<file path="src/rtl/sd_list_formatter_if.sv">
// Byte stream from the list formatter to the UART transmitter.
// The master holds tx_data/tx_valid until the slave raises tx_ready.
interface sd_list_formatter_if;
  logic [7:0] tx_data;
  logic       tx_valid;
  logic       tx_ready;

  modport master (output tx_data, output tx_valid, input tx_ready);
  modport slave  (input tx_data, input tx_valid, output tx_ready);
endinterface

</file>
<file path="src/rtl/sd_list_formatter.sv">
// Formats directory entries as "NNNN name\r\n" ASCII lines and ends the listing with "END\r\n".
//
// state | meaning
// IDLE  | waiting for an entry strobe or a pending done
// CONV  | binary-to-BCD, one subtraction or digit check per cycle
// NUM   | emitting the four decimal digits, most significant first
// SP    | emitting the separating space
// NAME  | emitting name bytes 0..len-1
// CR    | emitting carriage return
// LF    | emitting line feed, then waiting for it to be accepted
// EMSG  | emitting "END" ahead of the final CR/LF
// HALT  | listing finished; only reset leaves
module sd_list_formatter #(
  parameter int NAME_MAX = 52
) (
  input  logic                 clk,
  input  logic                 rst,
  input  logic                 list_en,
  input  logic [12:0]          list_file_num,
  input  logic [7:0]           list_name [0:NAME_MAX-1],
  input  logic [7:0]           list_namelen,
  input  logic                 done,
  sd_list_formatter_if.master  tx,
  output logic                 busy,
  output logic [7:0]           drop_cnt,
  output logic                 end_sent
);

  localparam int         IW         = $clog2(NAME_MAX);
  localparam logic [7:0] NAME_MAX_B = 8'(NAME_MAX);

  typedef enum logic [3:0] {
    S_IDLE, S_CONV, S_NUM, S_SP, S_NAME, S_CR, S_LF, S_EMSG, S_HALT
  } state_t;

  state_t          state;
  logic [12:0]     val;
  logic [3:0][3:0] digits;
  logic [1:0]      pos;
  logic [1:0]      didx;
  logic [IW-1:0]   idx;
  logic [7:0]      len;
  logic [7:0]      name_buf [0:NAME_MAX-1];
  logic [1:0]      emsg_idx;
  logic            lf_loaded;
  logic            in_end;
  logic            done_seen;

  logic [12:0]     weight;
  logic [7:0]      cur_byte;
  logic            emit;
  logic            tx_accept;
  logic            slot_free;

  assign tx_accept = tx.tx_valid && tx.tx_ready;
  assign slot_free = !tx.tx_valid || tx.tx_ready;

  always_comb begin
    weight = 13'd10;
    case (pos)
      2'd3:    weight = 13'd1000;
      2'd2:    weight = 13'd100;
      default: weight = 13'd10;
    endcase
  end

  always_comb begin
    cur_byte = 8'h00;
    emit     = 1'b0;
    case (state)
      S_NUM:  begin emit = 1'b1; cur_byte = 8'h30 + {4'h0, digits[didx]}; end
      S_SP:   begin emit = 1'b1; cur_byte = 8'h20; end
      S_NAME: begin emit = 1'b1; cur_byte = name_buf[idx]; end
      S_CR:   begin emit = 1'b1; cur_byte = 8'h0D; end
      S_LF:   begin emit = !lf_loaded; cur_byte = 8'h0A; end
      S_EMSG: begin
        emit = 1'b1;
        case (emsg_idx)
          2'd0:    cur_byte = 8'h45;
          2'd1:    cur_byte = 8'h4E;
          default: cur_byte = 8'h44;
        endcase
      end
      default: begin emit = 1'b0; cur_byte = 8'h00; end
    endcase
  end

  always_ff @(posedge clk) begin
    if (rst) begin
      state       <= S_IDLE;
      tx.tx_valid <= 1'b0;
      tx.tx_data  <= 8'h00;
      busy        <= 1'b0;
      drop_cnt    <= 8'h00;
      end_sent    <= 1'b0;
      done_seen   <= 1'b0;
      val         <= '0;
      digits      <= '0;
      pos         <= 2'd3;
      didx        <= 2'd3;
      idx         <= '0;
      len         <= 8'h00;
      emsg_idx    <= 2'd0;
      lf_loaded   <= 1'b0;
      in_end      <= 1'b0;
    end else begin
      if (done) done_seen <= 1'b1;
      if (list_en && busy && drop_cnt != 8'hFF) drop_cnt <= drop_cnt + 8'd1;

      if (tx_accept) tx.tx_valid <= 1'b0;
      if (emit && slot_free) begin
        tx.tx_valid <= 1'b1;
        tx.tx_data  <= cur_byte;
      end

      case (state)
        S_IDLE: begin
          if (list_en) begin
            val      <= list_file_num;
            name_buf <= list_name;
            len      <= (list_namelen > NAME_MAX_B) ? NAME_MAX_B : list_namelen;
            digits   <= '0;
            pos      <= 2'd3;
            in_end   <= 1'b0;
            busy     <= 1'b1;
            state    <= S_CONV;
          end else if ((done || done_seen) && !end_sent) begin
            emsg_idx <= 2'd0;
            in_end   <= 1'b1;
            busy     <= 1'b1;
            state    <= S_EMSG;
          end
        end
        S_CONV: begin
          if (val >= weight) begin
            val         <= val - weight;
            digits[pos] <= digits[pos] + 4'd1;
          end else if (pos == 2'd1) begin
            digits[0] <= val[3:0];
            didx      <= 2'd3;
            state     <= S_NUM;
          end else begin
            pos <= pos - 2'd1;
          end
        end
        S_NUM: if (slot_free) begin
          didx <= didx - 2'd1;
          if (didx == 2'd0) state <= S_SP;
        end
        S_SP: if (slot_free) begin
          idx   <= '0;
          state <= (len == 8'h00) ? S_CR : S_NAME;
        end
        S_NAME: if (slot_free) begin
          idx <= idx + 1'b1;
          if (8'(idx) == len - 8'd1) state <= S_CR;
        end
        S_CR: if (slot_free) begin
          lf_loaded <= 1'b0;
          state     <= S_LF;
        end
        // The LF must be accepted before leaving so busy covers the whole line.
        S_LF: begin
          if (!lf_loaded) begin
            if (slot_free) lf_loaded <= 1'b1;
          end else if (tx_accept) begin
            lf_loaded <= 1'b0;
            if (in_end) begin
              end_sent <= 1'b1;
              state    <= S_HALT;
            end else begin
              busy  <= 1'b0;
              state <= S_IDLE;
            end
          end
        end
        S_EMSG: if (slot_free) begin
          emsg_idx <= emsg_idx + 2'd1;
          if (emsg_idx == 2'd2) state <= S_CR;
        end
        S_HALT: state <= S_HALT;
        default: begin
          busy  <= 1'b0;
          state <= S_IDLE;
        end
      endcase
    end
  end

endmodule
</file>
<file path="src/flat_wrapper.sv">
// flat-port wrapper written by rule: the top's interface ports become plain ports
module sd_list_formatter_flat 
#(
  parameter int NAME_MAX = 52
)
  (clk, rst, list_en, list_file_num, list_name, list_namelen, done, busy, drop_cnt, end_sent, tx_tx_data, tx_tx_valid, tx_tx_ready);
  sd_list_formatter_if tx_i ();
  input  logic clk;
  input  logic rst;
  input  logic list_en;
  input  logic [12:0] list_file_num;
  input  logic [7:0] list_name[0:NAME_MAX-1];
  input  logic [7:0] list_namelen;
  input  logic done;
  output logic busy;
  output logic [7:0] drop_cnt;
  output logic end_sent;
  output wire logic [$bits(tx_i.tx_data)-1:0] tx_tx_data;
  output wire logic [$bits(tx_i.tx_valid)-1:0] tx_tx_valid;
  input wire logic [$bits(tx_i.tx_ready)-1:0] tx_tx_ready;
  assign tx_tx_data = tx_i.tx_data;
  assign tx_tx_valid = tx_i.tx_valid;
  assign tx_i.tx_ready = tx_tx_ready;
  sd_list_formatter #(.NAME_MAX(NAME_MAX)) u_core (.clk(clk), .rst(rst), .list_en(list_en), .list_file_num(list_file_num), .list_name(list_name), .list_namelen(list_namelen), .done(done), .tx(tx_i), .busy(busy), .drop_cnt(drop_cnt), .end_sent(end_sent));
endmodule
</file>
<file path="config.mk">
export PLATFORM = sky130hd
export DESIGN_NAME = sd_list_formatter_flat
export DESIGN_NICKNAME = d
export VERILOG_FILES = /design/src/rtl/sd_list_formatter_if.sv /design/src/rtl/sd_list_formatter.sv /design/src/flat_wrapper.sv
export SDC_FILE = /design/constraint.sdc
export NUM_CORES = 1
export LEC_CHECK = 0
export ABC_AREA = 1
export CELL_PAD_IN_SITES_DETAIL_PLACEMENT = 0
export CELL_PAD_IN_SITES_GLOBAL_PLACEMENT = 1
export CORE_MARGIN = 5
export CORE_UTILIZATION = 41
export CTS_BUF_LIST = sky130_fd_sc_hd__clkbuf_4 sky130_fd_sc_hd__clkbuf_8
export DETAILED_ROUTE_END_ITERATION = 16
export GPL_ROUTABILITY_DRIVEN = 0
export PLACE_DENSITY = 0.89
export SYNTH_ARGS = -nofsm -noshare
export SYNTH_HDL_FRONTEND = slang
export SYNTH_SLANG_ARGS = --single-unit
export TNS_END_PERCENT = 20
</file>
<file path="constraint.sdc">
create_clock -name clk -period 21.7 [get_ports clk]
set_input_delay 4.34 -clock clk [delete_from_list [all_inputs] [get_ports clk]]
set_output_delay 4.34 -clock clk [all_outputs]
set_load 0.02 [all_outputs]
</file>
==> results.md <==
* # H-tree levels at 3
* Largest net degree at the start of global routing at 97
* Cell count along the critical path at 8
* Cell family with most CP delay: buffers and inverters
* Setup Skew at 0.0212 ns
* Register area share after synthesis at 65.8%
* Vias/cell at 5.18
* Post-synth design cell area at 0.0213 mm²
* DR DRC count at 0
* Post-synth top flop: edfxtp_1
* Die span in x at 238 µm
* Num rows at 83
* Register Area at 0.0140 mm²
* Initial drt markers at 1522
* Cell count after placement at 3131
* Synth Area in XOR/XNOR at 0.288%
* Clock sink count at 491
* Cell count after synthesis at 2073
* Max Freq at 121 MHz
* Top cell type's share of synthesized area at 58.8%
* RSZ-0062 raised after global routing: no
* Setup violations, final at 0
* Drt wl/cell at 20.7 µm
* Final HPWL DP at 48900 µm
* Synth Area in Compound Gates at 10.4%
* Most numerous cell in the Yosys netlist: edfxtp_1
* PnR worst setup slack at 13.46 ns
* Average size of a mapped cell at 10.3 µm²
* CTS max path bufs at 3
* Final Util at 54.6%
* Initial antenna violation count at 22
* Pwr Density at 103 mW/mm²
* Maximum Capacitance Violations at 0
* Total gr overflow at 0
* Dominant cells by area after synthesis: edfxtp_1 (59%), dfxtp_1 (7.1%), nand2_1 (6.9%)
* Adder-Cell Fraction of Synth Area at 1.27%
* 1st-pass router iterations at 6
* Routed Antenna Nets at 0
* Final Hold Violating Endpoints at 0
* Peak supply drop at 0.0631 mV
* Outcome: finished clean
* Pre-CTS setup slack at 12.80 ns
* Ys async rst share at 0%
* Leakage at 10.4 nW
* Minimum clock period after layout at 8.24 ns
* Crit-path most repeated cell: buf_4
* Vias in the first global route at 16779
* Die Span Y at 238 µm
* Least-Margin Pin Slew at 1.21 ns
* Max_slew headroom at 19.4%
* Post-synth EDFFs at 416
* Post-CTS Setup Inserts at 0
* Root Buffer: clkbuf_8
* Total track usage at 23.2%
* Hold WS at 0.457 ns
* Crit start category: input port
* Synth cell types at 53
* Clk pin slew, worst setup/hold paths at 0.06 ns
* Critical-path cell list: clkdlybuf4s50_1 -> inv_1 -> nor2_2 -> inv_2 -> nor2_4 -> buf_4 -> buf_4 -> buf_4
* Post_cts resized at 0
* Fin cells at 3288
* Crit Path Max Fanout at 85
* Simple logic cell fraction of the synthesized area at 17.7%
* Initial Util at 41.4%
* Layout cells sized above 1 at 7.00%
* Final net count at 2997
* Syn. warnings at 0
* Port Buffers at 460
* Critical path class: in -> reg
* Core Area at 0.0513 mm²
* CP max stage delay at 0.96 ns
* Final TNS setup at 0 ns
* CTS buffer count at 81
* Hold Path Class: reg -> reg
* Mux contribution to synthesized area at 0.0471%
* Crit-path slowest cell: buf_4
* Fillcell total at 4403
* Syn nets at 2536
* CP arrival at 8.51 ns
* Multi-input logic area at 0.00634 mm²
* Die area at 0.0565 mm²
* Final Cycle Share at 38.0%
* Worst Hold Path Cells at 2
* CTS tree: yes
* First-pass GRT wire length at 99900 µm
* Dominant cell type by area after synthesis: edfxtp_1
* Clock Latency Late Sink at 0.66 ns
* R2r worst-path depth at 10
* Post-synth top cells: edfxtp_1 (416), nand2_1 (391), nor2_1 (361), o21ai_0 (253), inv_1 (113)
* DR vias at 17017
* I/O pin cnt at 461
* CP Data Required Time at 21.97 ns
* Final wirelength at 68000 µm
* Worst Path Buf+Inv at 6
* Type of destination of the critical path: flop
* P&R area growth vs syn at 31.7%
* Pins Over Slew Limit at 0
* Largest family of logic cells by synthesized area: simple AND/OR/NAND/NOR gates
* Synth Register Bits at 491
* Hold-fix buffers, CTS at 0
## layer usage
layer | GRT usage, % | up-vias | wire, µm
met5 | 0 | - | 13
met4 | 8.36 | 2 | 1880
met3 | 5.46 | 103 | 5300
met2 | 38.6 | 720 | 33600
met1 | 29.9 | 8073 | 27200
li1 | - | 8119 | -
## cell type report
type                       count  share of cell area, %
timing repair buffer         479                   17.0
clock inverter                23                  0.585
antenna                       23                  0.206
tap                          680                   3.04
inverter                     121                   1.64
multi-input combinational   1360                   22.7
clock buffer                 111                   4.92
sequential                   491                   50.0
## placed cells by master, fill, tap and decap left out, drive strengths merged, types with 23 or more instances in the layout
master	synthesis	final
dfxtp	75	75
clkbuf	53	111
diode	0	23
nand2	397	397
clkdlybuf4s50	0	460
nor2	367	367
nand3	106	106
edfxtp	416	416
o22ai	48	48
inv	120	125
nand4	25	25
o21ai	265	265
a21oi	83	83
## flip-flops by register name, summed over array words and instances (netlist names)
| signal | count |
|---|---|
| u_core.digits | 16 |
| u_core.end_sent | 1 |
| u_core.didx | 2 |
| u_core.busy | 1 |
| u_core.in_end | 1 |
| u_core.idx | 6 |
| u_core.len | 8 |
| u_core.tx.tx_data | 8 |
| u_core.drop_cnt | 8 |
| u_core.emsg_idx | 2 |
| u_core.state | 4 |
| u_core.name_buf | 416 |
| u_core.lf_loaded | 1 |
| u_core.pos | 2 |
| u_core.val | 13 |
| u_core.tx.tx_valid | 1 |
| u_core.done_seen | 1 |
## worst paths after layout
check,startpoint,end,slack [ns]
worst max register to register,u_core.state[2],u_core.name_buf[98],16.85
worst min register to register,u_core.done_seen,u_core.done_seen,0.46
worst max-delay path,list_en,u_core.name_buf[98],13.46
worst min-delay path,u_core.done_seen,u_core.done_seen,0.46
## cells by family (layout without fill, tap and decap cells)
family,Yosys count,in the layout
AND/OR/NAND/NOR,915,915
buffers and inverters,222,734
flip-flops,491,491
XOR/XNOR,7,7
multiplexers,1,1
other,0,23
adder cells (fa/ha/maj),21,21
AO/OA/AOI/OAI,416,416
## report_power, final
| part | internal (mW) | switching (mW) |
|---|---|---|
| registers | 1.18 | 0.0744 |
| clock network | 0.424 | 0.369 |
| logic | 0.291 | 0.558 |
| total | 1.89 | 1.00 |
## through the flow
stage          power, mW  area (µm²)
2_1_floorplan       1.86       21300
3_3_place_gp        2.09       26400
3_5_place_dp        2.11       26400
4_1_cts             2.91       27900
5_1_grt             3.06       28000
6_report            2.89       28000
## worst register-to-register path: cells and delay by family (launching register included)
kind          cells  cell delay (ns)
flops             1             0.32
simple gates      4             1.06
buf+inv           6             3.05
(Power assumes the default switching activity.)
